$ cat config.mk
export PLATFORM = sky130hd
export DESIGN_NAME = draw_sprite_layer_flat
export DESIGN_NICKNAME = d
export VERILOG_FILES = /design/src/rtl/vga_if.sv /design/src/rtl/draw_sprite_layer.sv /design/src/flat_wrapper.sv
export SDC_FILE = /design/constraint.sdc
export NUM_CORES = 1
export LEC_CHECK = 0
export ABC_AREA = 1
export CAP_MARGIN = 20
export CORE_ASPECT_RATIO = 1.4
export CORE_MARGIN = 3
export CORE_UTILIZATION = 54
export CTS_BUF_LIST = sky130_fd_sc_hd__clkbuf_4 sky130_fd_sc_hd__clkbuf_8
export DETAILED_ROUTE_END_ITERATION = 10
export PLACE_DENSITY = 0.95
export SLEW_MARGIN = 20
export SYNTH_ARGS = -nofsm -noshare
export SYNTH_HDL_FRONTEND = slang
export SYNTH_SLANG_ARGS = --single-unit
$ cat constraint.sdc
create_clock -name clk -period 4.3 [get_ports clk]
set_clock_uncertainty 0.2 [all_clocks]
set_input_delay 1.075 -clock clk [delete_from_list [all_inputs] [get_ports clk]]
set_output_delay 1.075 -clock clk [all_outputs]
set_load 0.005 [all_outputs]
$ cat src/rtl/vga_if.sv
// VGA pixel stream bundle: raster counters, sync/blank strobes and 12-bit colour.
interface vga_if;
    logic [10:0] hcount;
    logic [10:0] vcount;
    logic        hsync;
    logic        vsync;
    logic        hblnk;
    logic        vblnk;
    logic [11:0] rgb;

    modport master (output hcount, vcount, hsync, vsync, hblnk, vblnk, rgb);
    modport slave  (input  hcount, vcount, hsync, vsync, hblnk, vblnk, rgb);
endinterface

$ cat src/rtl/draw_sprite_layer.sv
// Sprite overlay stage: per-frame latched position/scale, external sync ROM fetch.
// Optional colour-key transparency is enabled by defining SPRITE_COLORKEY_EN.
module draw_sprite_layer #(
    parameter int          SPR_W   = 48,
    parameter int          SPR_H   = 64,
    parameter int          ROM_LAT = 1,
    parameter int          ADDR_W  = $clog2(SPR_W * SPR_H),
    parameter logic [11:0] KEY_RGB = 12'hF0F
) (
    input  logic              clk,
    input  logic              rst_n,
    vga_if.slave              vga_in,
    vga_if.master             vga_out,
    input  logic              en_i,
    input  logic [11:0]       xpos_i,
    input  logic [11:0]       ypos_i,
    input  logic              scale2_i,
    output logic [ADDR_W-1:0] pixel_addr_o,
    input  logic [11:0]       rgb_pixel_i
);

    localparam int D = ROM_LAT + 1;

    typedef struct packed {
        logic [10:0] hcount;
        logic [10:0] vcount;
        logic        hsync;
        logic        vsync;
        logic        hblnk;
        logic        vblnk;
        logic [11:0] rgb;
        logic        hit;
    } stage_t;

    stage_t            pipe_q [D];
    logic              vsync_q;
    logic [11:0]       ax_q, ay_q;
    logic              as_q, aen_q, armed_q;
    logic [ADDR_W-1:0] pixel_addr_q, pixel_addr_d;

    logic              vs_rise;
    logic [12:0]       hc, vc, ax13, ay13, dx, dy, sw, sh, col, row;
    logic              hit;
    logic              draw;
    stage_t            stage_in;

    assign vs_rise = vga_in.vsync & ~vsync_q;

    always_ff @(posedge clk or negedge rst_n) begin
        if (!rst_n) begin
            vsync_q <= 1'b0;
            ax_q    <= '0;
            ay_q    <= '0;
            as_q    <= 1'b0;
            aen_q   <= 1'b0;
            armed_q <= 1'b0;
        end else begin
            vsync_q <= vga_in.vsync;
            if (vs_rise) begin
                ax_q    <= xpos_i;
                ay_q    <= ypos_i;
                as_q    <= scale2_i;
                aen_q   <= en_i;
                armed_q <= 1'b1;
            end
        end
    end

    // 13-bit arithmetic keeps ax/ay near 4095 from wrapping into the visible area.
    always_comb begin
        hc   = {2'b00, vga_in.hcount};
        vc   = {2'b00, vga_in.vcount};
        ax13 = {1'b0, ax_q};
        ay13 = {1'b0, ay_q};
        dx   = hc - ax13;
        dy   = vc - ay13;
        sw   = 13'(SPR_W) << as_q;
        sh   = 13'(SPR_H) << as_q;
        col  = dx >> as_q;
        row  = dy >> as_q;
        hit  = armed_q & aen_q & ~vga_in.hblnk & ~vga_in.vblnk
             & (hc >= ax13) & (dx < sw) & (vc >= ay13) & (dy < sh);
        pixel_addr_d = pixel_addr_q;
        if (hit) begin
            pixel_addr_d = ADDR_W'(32'(row) * 32'(SPR_W) + 32'(col));
        end
    end

    always_comb begin
        stage_in.hcount = vga_in.hcount;
        stage_in.vcount = vga_in.vcount;
        stage_in.hsync  = vga_in.hsync;
        stage_in.vsync  = vga_in.vsync;
        stage_in.hblnk  = vga_in.hblnk;
        stage_in.vblnk  = vga_in.vblnk;
        stage_in.rgb    = vga_in.rgb;
        stage_in.hit    = hit;
    end

    always_ff @(posedge clk or negedge rst_n) begin
        if (!rst_n) begin
            pixel_addr_q <= '0;
            for (int i = 0; i < D; i++) begin
                pipe_q[i] <= '0;
            end
        end else begin
            pixel_addr_q <= pixel_addr_d;
            pipe_q[0]    <= stage_in;
            for (int i = 1; i < D; i++) begin
                pipe_q[i] <= pipe_q[i-1];
            end
        end
    end

    assign pixel_addr_o = pixel_addr_q;

`ifdef SPRITE_COLORKEY_EN
    assign draw = pipe_q[D-1].hit & (rgb_pixel_i != KEY_RGB);
`else
    logic unused_key;
    assign unused_key = ^KEY_RGB;
    assign draw = pipe_q[D-1].hit;
`endif

    always_ff @(posedge clk or negedge rst_n) begin
        if (!rst_n) begin
            vga_out.hcount <= '0;
            vga_out.vcount <= '0;
            vga_out.hsync  <= 1'b0;
            vga_out.vsync  <= 1'b0;
            vga_out.hblnk  <= 1'b0;
            vga_out.vblnk  <= 1'b0;
            vga_out.rgb    <= '0;
        end else begin
            vga_out.hcount <= pipe_q[D-1].hcount;
            vga_out.vcount <= pipe_q[D-1].vcount;
            vga_out.hsync  <= pipe_q[D-1].hsync;
            vga_out.vsync  <= pipe_q[D-1].vsync;
            vga_out.hblnk  <= pipe_q[D-1].hblnk;
            vga_out.vblnk  <= pipe_q[D-1].vblnk;
            vga_out.rgb    <= draw ? rgb_pixel_i : pipe_q[D-1].rgb;
        end
    end

endmodule

$ cat src/flat_wrapper.sv
// flat-port wrapper written by rule: the top's interface ports become plain ports
module draw_sprite_layer_flat 
#(
    parameter int          SPR_W   = 48,
    parameter int          SPR_H   = 64,
    parameter int          ROM_LAT = 1,
    parameter int          ADDR_W  = $clog2(SPR_W * SPR_H),
    parameter logic [11:0] KEY_RGB = 12'hF0F
)
  (clk, rst_n, en_i, xpos_i, ypos_i, scale2_i, pixel_addr_o, rgb_pixel_i, vga_in_hcount, vga_in_vcount, vga_in_hsync, vga_in_vsync, vga_in_hblnk, vga_in_vblnk, vga_in_rgb, vga_out_hcount, vga_out_vcount, vga_out_hsync, vga_out_vsync, vga_out_hblnk, vga_out_vblnk, vga_out_rgb);
  vga_if vga_in_i ();
  vga_if vga_out_i ();
  input  logic clk;
  input  logic rst_n;
  input  logic en_i;
  input  logic [11:0] xpos_i;
  input  logic [11:0] ypos_i;
  input  logic scale2_i;
  output logic [ADDR_W-1:0] pixel_addr_o;
  input  logic [11:0] rgb_pixel_i;
  input wire logic [$bits(vga_in_i.hcount)-1:0] vga_in_hcount;
  input wire logic [$bits(vga_in_i.vcount)-1:0] vga_in_vcount;
  input wire logic [$bits(vga_in_i.hsync)-1:0] vga_in_hsync;
  input wire logic [$bits(vga_in_i.vsync)-1:0] vga_in_vsync;
  input wire logic [$bits(vga_in_i.hblnk)-1:0] vga_in_hblnk;
  input wire logic [$bits(vga_in_i.vblnk)-1:0] vga_in_vblnk;
  input wire logic [$bits(vga_in_i.rgb)-1:0] vga_in_rgb;
  output wire logic [$bits(vga_out_i.hcount)-1:0] vga_out_hcount;
  output wire logic [$bits(vga_out_i.vcount)-1:0] vga_out_vcount;
  output wire logic [$bits(vga_out_i.hsync)-1:0] vga_out_hsync;
  output wire logic [$bits(vga_out_i.vsync)-1:0] vga_out_vsync;
  output wire logic [$bits(vga_out_i.hblnk)-1:0] vga_out_hblnk;
  output wire logic [$bits(vga_out_i.vblnk)-1:0] vga_out_vblnk;
  output wire logic [$bits(vga_out_i.rgb)-1:0] vga_out_rgb;
  assign vga_in_i.hcount = vga_in_hcount;
  assign vga_in_i.vcount = vga_in_vcount;
  assign vga_in_i.hsync = vga_in_hsync;
  assign vga_in_i.vsync = vga_in_vsync;
  assign vga_in_i.hblnk = vga_in_hblnk;
  assign vga_in_i.vblnk = vga_in_vblnk;
  assign vga_in_i.rgb = vga_in_rgb;
  assign vga_out_hcount = vga_out_i.hcount;
  assign vga_out_vcount = vga_out_i.vcount;
  assign vga_out_hsync = vga_out_i.hsync;
  assign vga_out_vsync = vga_out_i.vsync;
  assign vga_out_hblnk = vga_out_i.hblnk;
  assign vga_out_vblnk = vga_out_i.vblnk;
  assign vga_out_rgb = vga_out_i.rgb;
  draw_sprite_layer #(.SPR_W(SPR_W), .SPR_H(SPR_H), .ROM_LAT(ROM_LAT), .ADDR_W(ADDR_W), .KEY_RGB(KEY_RGB)) u_core (.clk(clk), .rst_n(rst_n), .vga_in(vga_in_i), .vga_out(vga_out_i), .en_i(en_i), .xpos_i(xpos_i), .ypos_i(ypos_i), .scale2_i(scale2_i), .pixel_addr_o(pixel_addr_o), .rgb_pixel_i(rgb_pixel_i));
endmodule
---- After elaboration in Yosys (flattened, before gate mapping) ----
Cells that the tools add are included.
storage, ports and cells
  flip-flop bits (word level) ............. 155
  output and inout port bits .............. 50
  logic and storage cells ................. 53
operators by class
  mux-type cells .......................... 1
  bitwise gates (word level) .............. 11
  multipliers ............................. 1
  add/subtract/negate cells ............... 3
  shifts and indexed selects .............. 4
  $lt $le $gt $ge ......................... 4
operators by type and width
  cell                                                                  count
  13-bit less-than comparator                                           2
  11-bit by 12-bit subtractor with 13-bit output                        2
  11-bit by 12-bit greater-or-equal comparator with 1-bit output        2
  13-bit by 2-bit multiplier with 8-bit output (second input constant)  1
  6-bit by 1-bit << shifter with 13-bit output (first input constant)   1
  7-bit by 1-bit << shifter with 13-bit output (first input constant)   1
  13-bit by 1-bit >> shifter with 12-bit output                         1
  13-bit by 1-bit >> shifter with 13-bit output                         1
  12-bit adder                                                          1
  12-bit two-way mux                                                    1
  1-bit AND                                                             8
  1-bit inverter                                                        3

---- Longest topological paths before layout ----
Gate-level depths: netlist of the first run.
  word-level depth ........................ 7
  depth in mapped cells ................... 24

---- Least setup slack after synthesis of the first run ----
Ideal clock, no wire load.
  path kind ............................... input to register
  start ................................... input port vga_in_vcount[0]
  end ..................................... register u_core.pixel_addr_q[11] (netlist: u_core.pixel_addr_o[11])
  buffers on the path ..................... 0
  data arrival time ....................... 4.150 ns
  data required time ...................... 4.035 ns
  setup slack ............................. -0.115 ns
  stages .................................. 20
  cell sequence ........................... inv_1 ha_1 inv_1 fa_1 xnor2_1 o21ai_0 ha_1 fa_1 ha_1 a21oi_1 nand2_1 nand2_1 nand2_1 a21oi_1 o21ai_0 a21oi_1 inv_1 nand3_1 nand3_1 nand2_1
between the ends
  cells in the longest elaborated chain, start to end .. 4
  elaborated cells on any way between the ends .. 8
  classes of those cells .................. add/sub: 2; mul: 1; order compare: 2; shift: 1; bitwise: 2
RTL lines
  what                                            RTL line                  text
  start: declaration                              flat_wrapper.sv:22        input wire logic [$bits(vga_in_i.vcount)-1:0] vga_in_vcount;
  11-bit by 12-bit subtractor with 13-bit output  draw_sprite_layer.sv:76   dy = vc - ay13;
  13-bit by 1-bit >> shifter with 13-bit output   draw_sprite_layer.sv:80   row = dy >> as_q;
  13-bit by 2-bit multiplier with 8-bit output    draw_sprite_layer.sv:85   pixel_addr_d = ADDR_W'(32'(row) * 32'(SPR_W) + 32'(col));
  12-bit adder                                    draw_sprite_layer.sv:85
  end signal: assignment                          draw_sprite_layer.sv:107  pixel_addr_q <= pixel_addr_d;
  end: declaration                                draw_sprite_layer.sv:39   logic [ADDR_W-1:0] pixel_addr_q, pixel_addr_d;
Several ways; a longest one is shown, not always the timed one.
A chain may end at the register's enable or synchronous reset.

---- Worst setup path after layout of the first run ----
  start ................................... input port vga_in_vcount[4]
  end ..................................... register u_core.pixel_addr_q[10] (netlist: u_core.pixel_addr_o[10])
Same word-level chain as after synthesis.

==> results of run 1 <==
## logic make-up (layout without fill, tap and decap cells)
family,after synthesis,in the layout
mux,15,15
simple gates,245,245
xor+xnor,24,24
flops,155,155
buf+inv,92,293
compound gates,84,84
fa+ha+maj,42,42
## worst max-delay path: stages
cell                              delay (ns)
sky130_fd_sc_hd__clkdlybuf4s50_1        0.57
sky130_fd_sc_hd__ha_4                   0.39
sky130_fd_sc_hd__nand2_1                0.12
sky130_fd_sc_hd__nor2_1                 0.14
sky130_fd_sc_hd__nand2_1                0.14
sky130_fd_sc_hd__nand3_1                0.15
sky130_fd_sc_hd__nand2_1                0.11
sky130_fd_sc_hd__nand3_1                0.14
sky130_fd_sc_hd__nand2_2                0.10
sky130_fd_sc_hd__ha_4                   0.28
sky130_fd_sc_hd__nand2_1                0.07
sky130_fd_sc_hd__nand2_1                0.09
sky130_fd_sc_hd__a31oi_4                0.19
sky130_fd_sc_hd__xnor2_2                0.14
sky130_fd_sc_hd__ha_1                   0.26
sky130_fd_sc_hd__inv_1                  0.10
sky130_fd_sc_hd__o21ai_1                0.09
sky130_fd_sc_hd__xnor2_1                0.22
sky130_fd_sc_hd__o21ai_2                0.09
## power breakdown
group          switching, mW  internal [mW]  total, mW  leakage (nW)
combinational           1.06          0.889       1.95          2.40
sequential            0.0334           1.54       1.57          1.82
clock                  0.602          0.501       1.10         0.189
## path summary, 6_finish.rpt
kind | to | slack [ns] | cells after the start
min in group asynchronous | u_core.armed_q$_DFFE_PN0P_ | 0.39 | 1
max in group asynchronous | u_core.vga_out.vcount[1]$_DFF_PN0_ | 2.74 | 2
setup reg to reg | u_core.pixel_addr_o[10]$_DFFE_PN0P_ | 0.56 | 18
setup / recovery | u_core.pixel_addr_o[10]$_DFFE_PN0P_ | -0.01 | 19
hold / removal | u_core.pipe_q[16]$_DFF_PN0_ | 0.15 | 0
hold reg to reg | u_core.pipe_q[16]$_DFF_PN0_ | 0.15 | 0
## Yosys cell counts, drive strengths merged (4+ instances only)
library cell / instances
dfrtp: 155
nand2: 138
inv: 80
nor2: 49
a21oi: 43
nand3: 43
ha: 38
o21ai: 31
mux2: 15
xor2: 14
xnor2: 10
clkbuf: 7
nand4: 7
buf: 4
fa: 4
o21bai: 4
## metrics by stage
| step | TNS (ns) | util |
|---|---|---|
| finish | -0.02470 | 0.7595 |
| global route | -0.3914 | 0.7595 |
| CTS | 0 | 0.7470 |
| detailed placement | -4.664 | 0.7085 |
| global placement | -3.334 | 0.7085 |
| floorplan | 0 | - |
## state kept, by name, indices dropped and copies added (netlist names)
register and cells:
u_core.aen_q 1, u_core.armed_q 1, u_core.as_q 1, u_core.ax_q 12
u_core.ay_q 12, u_core.draw 1, u_core.pipe_q 76, u_core.pixel_addr_o 12
u_core.vga_out.hblnk 1, u_core.vga_out.hcount 11, u_core.vga_out.hsync 1, u_core.vga_out.rgb 12
u_core.vga_out.vblnk 1, u_core.vga_out.vcount 11, u_core.vga_out.vsync 1, u_core.vsync_q 1
## per-layer routing
layer / part of all wire / up-vias
li1: - / 2495
met4: 0.070 / 0
met3: 0.081 / 149
met5: 0 / -
met2: 0.52 / 385
met1: 0.33 / 2666
## area by class of cell
cell class	instances	area (sq um)	share of cell area
Multi-Input combinational cell	410	2668	0.2928
Inverter	81	306.5	0.03364
Clock inverter	13	131.4	0.01442
Clock buffer	19	261.5	0.02870
Sequential cell	155	3879	0.4257
Tap cell	147	183.9	0.02019
Timing Repair Buffer	180	1682	0.1846
## timing repair
action,CTS,global route
setup buffers,2,1
endpoints found under the setup margin,4,11
resized for setup,15,24
pin swaps,9,11
==> flow_metrics.env, run 1 <==
export IMPL_outcome="finished with violations"
export IMPL_violated_checks="setup timing"
export IMPL_gr_usage_total=0.2650
export IMPL_clockRootBuffer="sky130_fd_sc_hd__clkbuf_8"
export IMPL_report_final_hold_viol_count=0
export IMPL_type_of_the_worst_min_delay_path="register to register"
export IMPL_cts_htree_levels=4
export IMPL_cap_violations=0
export IMPL_clkSlewWorstSetupHoldPaths_ns=0.09
export IMPL_post_cts_hold_buffer_count=0
export IMPL_postSynth_topFlopCell="sky130_fd_sc_hd__dfrtp_1"
export IMPL_grt_util_met1=0.2851
export IMPL_initial_utilization=0.5585
export IMPL_clock_sinks=155
export IMPL_floorplan_die_area_sq_um=13800
export IMPL_post_route_cells_drive_above_1_share=0.1818
export IMPL_route_detailed_wl_per_inst_microns=19.28
export IMPL_sort_of_element_at_the_start_of_the_critical_path="primary input"
export IMPL_overflow=0
export IMPL_dp_slack_ns=-0.6807
export IMPL_std_cell_rows=47
export IMPL_post_synth_and_or_nand_nor_area_fraction=0.1557
export IMPL_adder_cell_share_of_the_synthesized_area=0.08291
export IMPL_clock_tree_from_tritoncts="yes"
export IMPL_final_area_sq_um=9111
export IMPL_drtIter0Drc=567
export IMPL_max_vdd_ir_drop_mv=0.2919
export IMPL_proportion_of_synthesized_flip_flops_having_asynchronous_set_or_reset=1.000
export IMPL_yosys_top_cells_area="sky130_fd_sc_hd__dfrtp_1, sky130_fd_sc_hd__nand2_1, sky130_fd_sc_hd__ha_1"
export IMPL_flow_area_growth_from_synthesis_pct=35.99
export IMPL_post_layout_total_power_mw=4.624
export IMPL_fillCellCount=703
export IMPL_final_period_minus_worst_setup_slack_ns=4.313
export IMPL_first_pass_detailed_route_iteration_total=6
export IMPL_synth_compound_area_frac=0.07171
export IMPL_holdCritStartpoint="u_core.pipe_q[55]$_DFF_PN0_"
export IMPL_worstPathRequired_ns=4.46
export IMPL_finalWorstSetupSlack_ns=-0.01290
export IMPL_ys_ff_latch=155
export IMPL_unrepaired_setup_endpoints_after_global_routing="true"
export IMPL_r2r_start="u_core.ay_q[0]$_DFFE_PN0P_"
export IMPL_antenna_found_initial=0
export IMPL_hold_ws_ns=0.1538
export IMPL_post_synth_top_area_fraction=0.5789
export IMPL_critPathLaunch="vga_in_vcount[4]"
export IMPL_synth_net_count=777
export IMPL_kind_of_end_point_of_the_critical_path="register"
export IMPL_finish_net_count=965
export IMPL_mostFrequentLayoutCell="sky130_fd_sc_hd__dfrtp_1"
export IMPL_core_sq_um=12000
export IMPL_finish_cell_count_without_fillers=1005
export IMPL_dp_cells=970
export IMPL_ioPinCount=128
export IMPL_count_of_synthesis_stage_warnings_from_yosys=0
export IMPL_die_x_microns=100.1
export IMPL_final_weighted_congestion_in_routability_driven_placement=0.9231
export IMPL_syn_area_per_cell_sq_um=10.20
export IMPL_port_buffer_count=127
export IMPL_worst_setup_path_type="primary input to register"
export IMPL_synth_lib_cells_used_distinct=37
export IMPL_place_hpwl_mm=11.71
export IMPL_grt_start_max_net_pins=70
export IMPL_crit_arrival_ns=4.47
export IMPL_fin_crit_sh=1.003
export IMPL_count_of_flip_flops_with_a_built_in_enable_after_synthesis=0
export IMPL_syn_inst=657
export IMPL_numCtsBuffers=17
export IMPL_maxSlewHeadroom=0.5001
export IMPL_clock_latency_ns=0.47
export IMPL_first_global_vias=5732
export IMPL_grtUsageMet3=0.06332
export IMPL_total_leakage_power_nw=4.403
export IMPL_count_of_antenna_diodes_in_the_layout=0
export IMPL_setup_violations=2
export IMPL_critPathMaxFanout=4
export IMPL_power_per_cell_area_nw_per_um2=507.5
export IMPL_postRouteWirelength_mm=19.37
export IMPL_gr_max_usage_layer="met2"
export IMPL_synthDominantAreaCellType="sky130_fd_sc_hd__dfrtp_1"
export IMPL_place_area_sq_um=8499
export IMPL_ant_nets=0
export IMPL_tightest_slew_ns=0.7481
export IMPL_post_synth_xor_area_fraction=0.03249
export IMPL_routed_via_density=5.667
export IMPL_groute_layer_met2_usage=0.4749
export IMPL_wire_length_of_the_first_global_routing_pass_mm=27.93
export IMPL_clockBufferDepth=2
export IMPL_mostFrequentLayoutCells="sky130_fd_sc_hd__dfrtp_1, sky130_fd_sc_hd__nand2_1, sky130_fd_sc_hd__clkdlybuf4s50_1"
export IMPL_finalMaxSlewViolations=0
export IMPL_dominant_combinational_cell_family_by_area_after_synthesis="simple AND/OR/NAND/NOR gates"
export IMPL_synth_cell_area_sq_um=6700
export IMPL_synth_sequential_area_ratio=0.5789
export IMPL_post_route_drc_count=0
export IMPL_synth_mux_area_fraction=0.02521
export IMPL_via_count=5695
export IMPL_maxClockFrequency_mhz=231.9
export IMPL_die_h_microns=137.8
(Power assumes the default switching activity.)
==> inputs of run 2 (changes only) <==
--- a/config.mk
+++ b/config.mk
@@ -10,8 +10,8 @@
 export CORE_ASPECT_RATIO = 1.4
 export CORE_MARGIN = 3
-export CORE_UTILIZATION = 54
+export CORE_UTILIZATION = 30
 export CTS_BUF_LIST = sky130_fd_sc_hd__clkbuf_4 sky130_fd_sc_hd__clkbuf_8
 export DETAILED_ROUTE_END_ITERATION = 10
-export PLACE_DENSITY = 0.95
+export PLACE_DENSITY = 0.63
 export SLEW_MARGIN = 20
 export SYNTH_ARGS = -nofsm -noshare
==> constraint.sdc (replaced) <==
create_clock -name clk -period 4.3 [get_ports clk]
set_clock_uncertainty 0.2 [all_clocks]
set_input_delay 0.86 -clock clk [delete_from_list [all_inputs] [get_ports clk]]
set_output_delay 0.86 -clock clk [all_outputs]
set_load 0.005 [all_outputs]
==> flow_metrics.env, run 2 (synthesized netlist as in run 1, its figures left out) <==
export IMPL_dp_cells=1117
export IMPL_cap_violations=0
export IMPL_max_vdd_ir_drop_mv=0.2253
export IMPL_power_per_cell_area_nw_per_um2=472.2
export IMPL_core_sq_um=21940
export IMPL_std_cell_rows=64
export IMPL_post_layout_total_power_mw=4.288
export IMPL_timing_reg2reg_setup_slack_ns=0.72
export IMPL_clock_sinks=155
export IMPL_port_buffer_count=127
export IMPL_worst_setup_path_type="primary input to register"
export IMPL_grt_util_met1=0.1549
export IMPL_die_x_microns=132.3
export IMPL_critPathLaunch="vga_in_vcount[0]"
export IMPL_gr_usage_total=0.1293
export IMPL_final_period_minus_worst_setup_slack_ns=4.121
export IMPL_r2r_start="u_core.ay_q[0]$_DFFE_PN0P_"
export IMPL_finish_net_count=959
export IMPL_count_of_antenna_diodes_in_the_layout=0
export IMPL_post_cts_buffers=0
export IMPL_flow_area_growth_from_synthesis_pct=35.56
export IMPL_worstPathRequired_ns=4.51
export IMPL_floorplan_die_area_sq_um=24190
export IMPL_clock_tree_from_tritoncts="yes"
export IMPL_die_h_microns=182.8
export IMPL_post_cts_hold_buffer_count=0
export IMPL_number_of_flip_flops_in_the_largest_register=76
export IMPL_setup_violations=0
export IMPL_outcome="finished, final reports clean"
export IMPL_routed_via_density=4.247
export IMPL_place_hpwl_mm=11.25
export IMPL_clock_latency_ns=0.47
export IMPL_type_of_the_worst_min_delay_path="register to register"
export IMPL_unrepaired_setup_endpoints_after_global_routing="false"
export IMPL_maxSlewHeadroom=0.3738
export IMPL_route_detailed_wl_per_inst_microns=12.94
export IMPL_grt_start_max_net_pins=79
export IMPL_drtIter0Drc=234
export IMPL_worst_r2r_cell_count=20
export IMPL_crit_arrival_ns=4.33
export IMPL_antenna_found_initial=0
export IMPL_fin_crit_sh=0.9584
export IMPL_wire_length_of_the_first_global_routing_pass_mm=24.76
export IMPL_finish_cell_count_without_fillers=1148
export IMPL_finalMaxSlewViolations=0
export IMPL_timing_rr_end="u_core.pixel_addr_o[11]$_DFFE_PN0P_"
export IMPL_initial_utilization=0.3054
export IMPL_grtUsageMet3=0.03705
export IMPL_post_route_drc_count=0
export IMPL_first_global_vias=5001
export IMPL_gr_max_usage_layer="met2"
export IMPL_tightest_slew_ns=0.9371
export IMPL_postRouteWirelength_mm=14.85
export IMPL_post_route_cells_drive_above_1_share=0.1504
export IMPL_hold_ws_ns=0.1445
export IMPL_numCtsBuffers=17
export IMPL_first_pass_detailed_route_iteration_total=4
export IMPL_report_final_hold_viol_count=0
export IMPL_maxClockFrequency_mhz=242.7
export IMPL_ant_nets=0
export IMPL_mostFrequentLayoutCells="sky130_fd_sc_hd__dfrtp_1, sky130_fd_sc_hd__nand2_1, sky130_fd_sc_hd__clkdlybuf4s50_1"
export IMPL_cts_htree_levels=4
export IMPL_total_leakage_power_nw=4.345
export IMPL_ioPinCount=128
export IMPL_overflow=0
export IMPL_clockRootBuffer="sky130_fd_sc_hd__clkbuf_8"
export IMPL_final_weighted_congestion_in_routability_driven_placement=0.8462
export IMPL_via_count=4876
export IMPL_fillCellCount=2164
export IMPL_groute_layer_met2_usage=0.2189
export IMPL_sort_of_element_at_the_start_of_the_critical_path="primary input"
export IMPL_kind_of_end_point_of_the_critical_path="register"
export IMPL_worst_setup_path_endpoint="u_core.pixel_addr_o[11]$_DFFE_PN0P_"
export IMPL_clockBufferDepth=2
export IMPL_mostFrequentLayoutCell="sky130_fd_sc_hd__dfrtp_1"
export IMPL_largest_register="u_core.pipe_q"
export IMPL_critPathMaxFanout=4
export IMPL_clkSlewWorstSetupHoldPaths_ns=0.09
[run 2: cell count changes in the layout (fill, tap and decap cells not counted), moves of 3 or more]
cell,before,now
sky130_fd_sc_hd__nand3_1,40,43
sky130_fd_sc_hd__buf_4,52,47
sky130_fd_sc_hd__ha_4,5,2
sky130_fd_sc_hd__nand3_2,3,0
sky130_fd_sc_hd__clkinvlp_4,4,0
sky130_fd_sc_hd__o21ai_2,9,6
sky130_fd_sc_hd__ha_1,31,35
sky130_fd_sc_hd__a21oi_1,35,38
[run 2: critical path, stage by stage]
cell and delay (ns):
sky130_fd_sc_hd__clkdlybuf4s50_1 0.42, sky130_fd_sc_hd__inv_1 0.06, sky130_fd_sc_hd__ha_1 0.13, sky130_fd_sc_hd__inv_1 0.06, sky130_fd_sc_hd__fa_2 0.38, sky130_fd_sc_hd__nand3_1 0.10, sky130_fd_sc_hd__nand3_1 0.14, sky130_fd_sc_hd__xnor2_2 0.17
sky130_fd_sc_hd__o21ai_1 0.17, sky130_fd_sc_hd__ha_1 0.30, sky130_fd_sc_hd__a21oi_1 0.14, sky130_fd_sc_hd__nand2_1 0.09, sky130_fd_sc_hd__xnor2_1 0.16, sky130_fd_sc_hd__inv_1 0.06, sky130_fd_sc_hd__ha_1 0.32, sky130_fd_sc_hd__a21oi_1 0.18
sky130_fd_sc_hd__o21ai_0 0.09, sky130_fd_sc_hd__a21oi_1 0.21, sky130_fd_sc_hd__inv_1 0.07, sky130_fd_sc_hd__nand3_1 0.08, sky130_fd_sc_hd__nand3_1 0.07, sky130_fd_sc_hd__nand2_1 0.05
[run 2: timing repair]
item | 4_1_cts | 5_1_grt
setup endpoints to repair | 0 | 3
resized for setup | 0 | 14
endpoints found under the hold margin | 0 | 0
[run 2: cell type report]
class,count,area (sq um),share of cell area
Clock buffer,18,247.7,0.02728
Timing Repair Buffer,174,1625,0.1790
Inverter,81,306.5,0.03375
Multi-Input combinational cell,410,2524,0.2779
Sequential cell,155,3879,0.4271
Tap cell,297,371.6,0.04091
Clock inverter,13,128.9,0.01419
[run 2: how the worst min path moves through the flow]
stage                           startpoint                          end  slack (ns)  cells after the start
2_1_floorplan  u_core.pipe_q[39]$_DFF_PN0_        u_core.draw$_DFF_PN0_        0.13                      0
3_3_place_gp   u_core.pipe_q[59]$_DFF_PN0_  u_core.pipe_q[20]$_DFF_PN0_        0.13                      0
3_5_place_dp   u_core.pipe_q[49]$_DFF_PN0_  u_core.pipe_q[10]$_DFF_PN0_        0.13                      0
4_1_cts        u_core.pipe_q[72]$_DFF_PN0_  u_core.pipe_q[33]$_DFF_PN0_        0.15                      0
5_1_grt        u_core.pipe_q[67]$_DFF_PN0_  u_core.pipe_q[28]$_DFF_PN0_        0.15                      0
6_report       u_core.pipe_q[67]$_DFF_PN0_  u_core.pipe_q[28]$_DFF_PN0_        0.14                      0
[run 2: per-layer routing]
layer	up-vias	part of all wire
met5	-	0
met4	0	0.019
met1	2282	0.43
li1	2475	-
met3	17	0.044
met2	102	0.50
[run 2: report_power, final]
part | total [mW] | switching [mW] | internal (mW)
clock network | 1.06 | 0.579 | 0.485
logic | 1.66 | 0.863 | 0.798
registers | 1.56 | 0.0235 | 1.54
[run 2: stage by stage]
stage / instance area (sq um) / utilization / setup WS, ns / setup TNS (ns)
after floorplan: 6700 / - / 0.1001 / 0
after global placement: 8648 / 0.3942 / -0.3272 / -1.027
after detailed placement: 8648 / 0.3942 / -0.4136 / -1.291
after CTS: 9025 / 0.4113 / 0.1056 / 0
after global routing: 9082 / 0.4139 / 0.001024 / 0
final: 9082 / 0.4139 / 0.1789 / 0
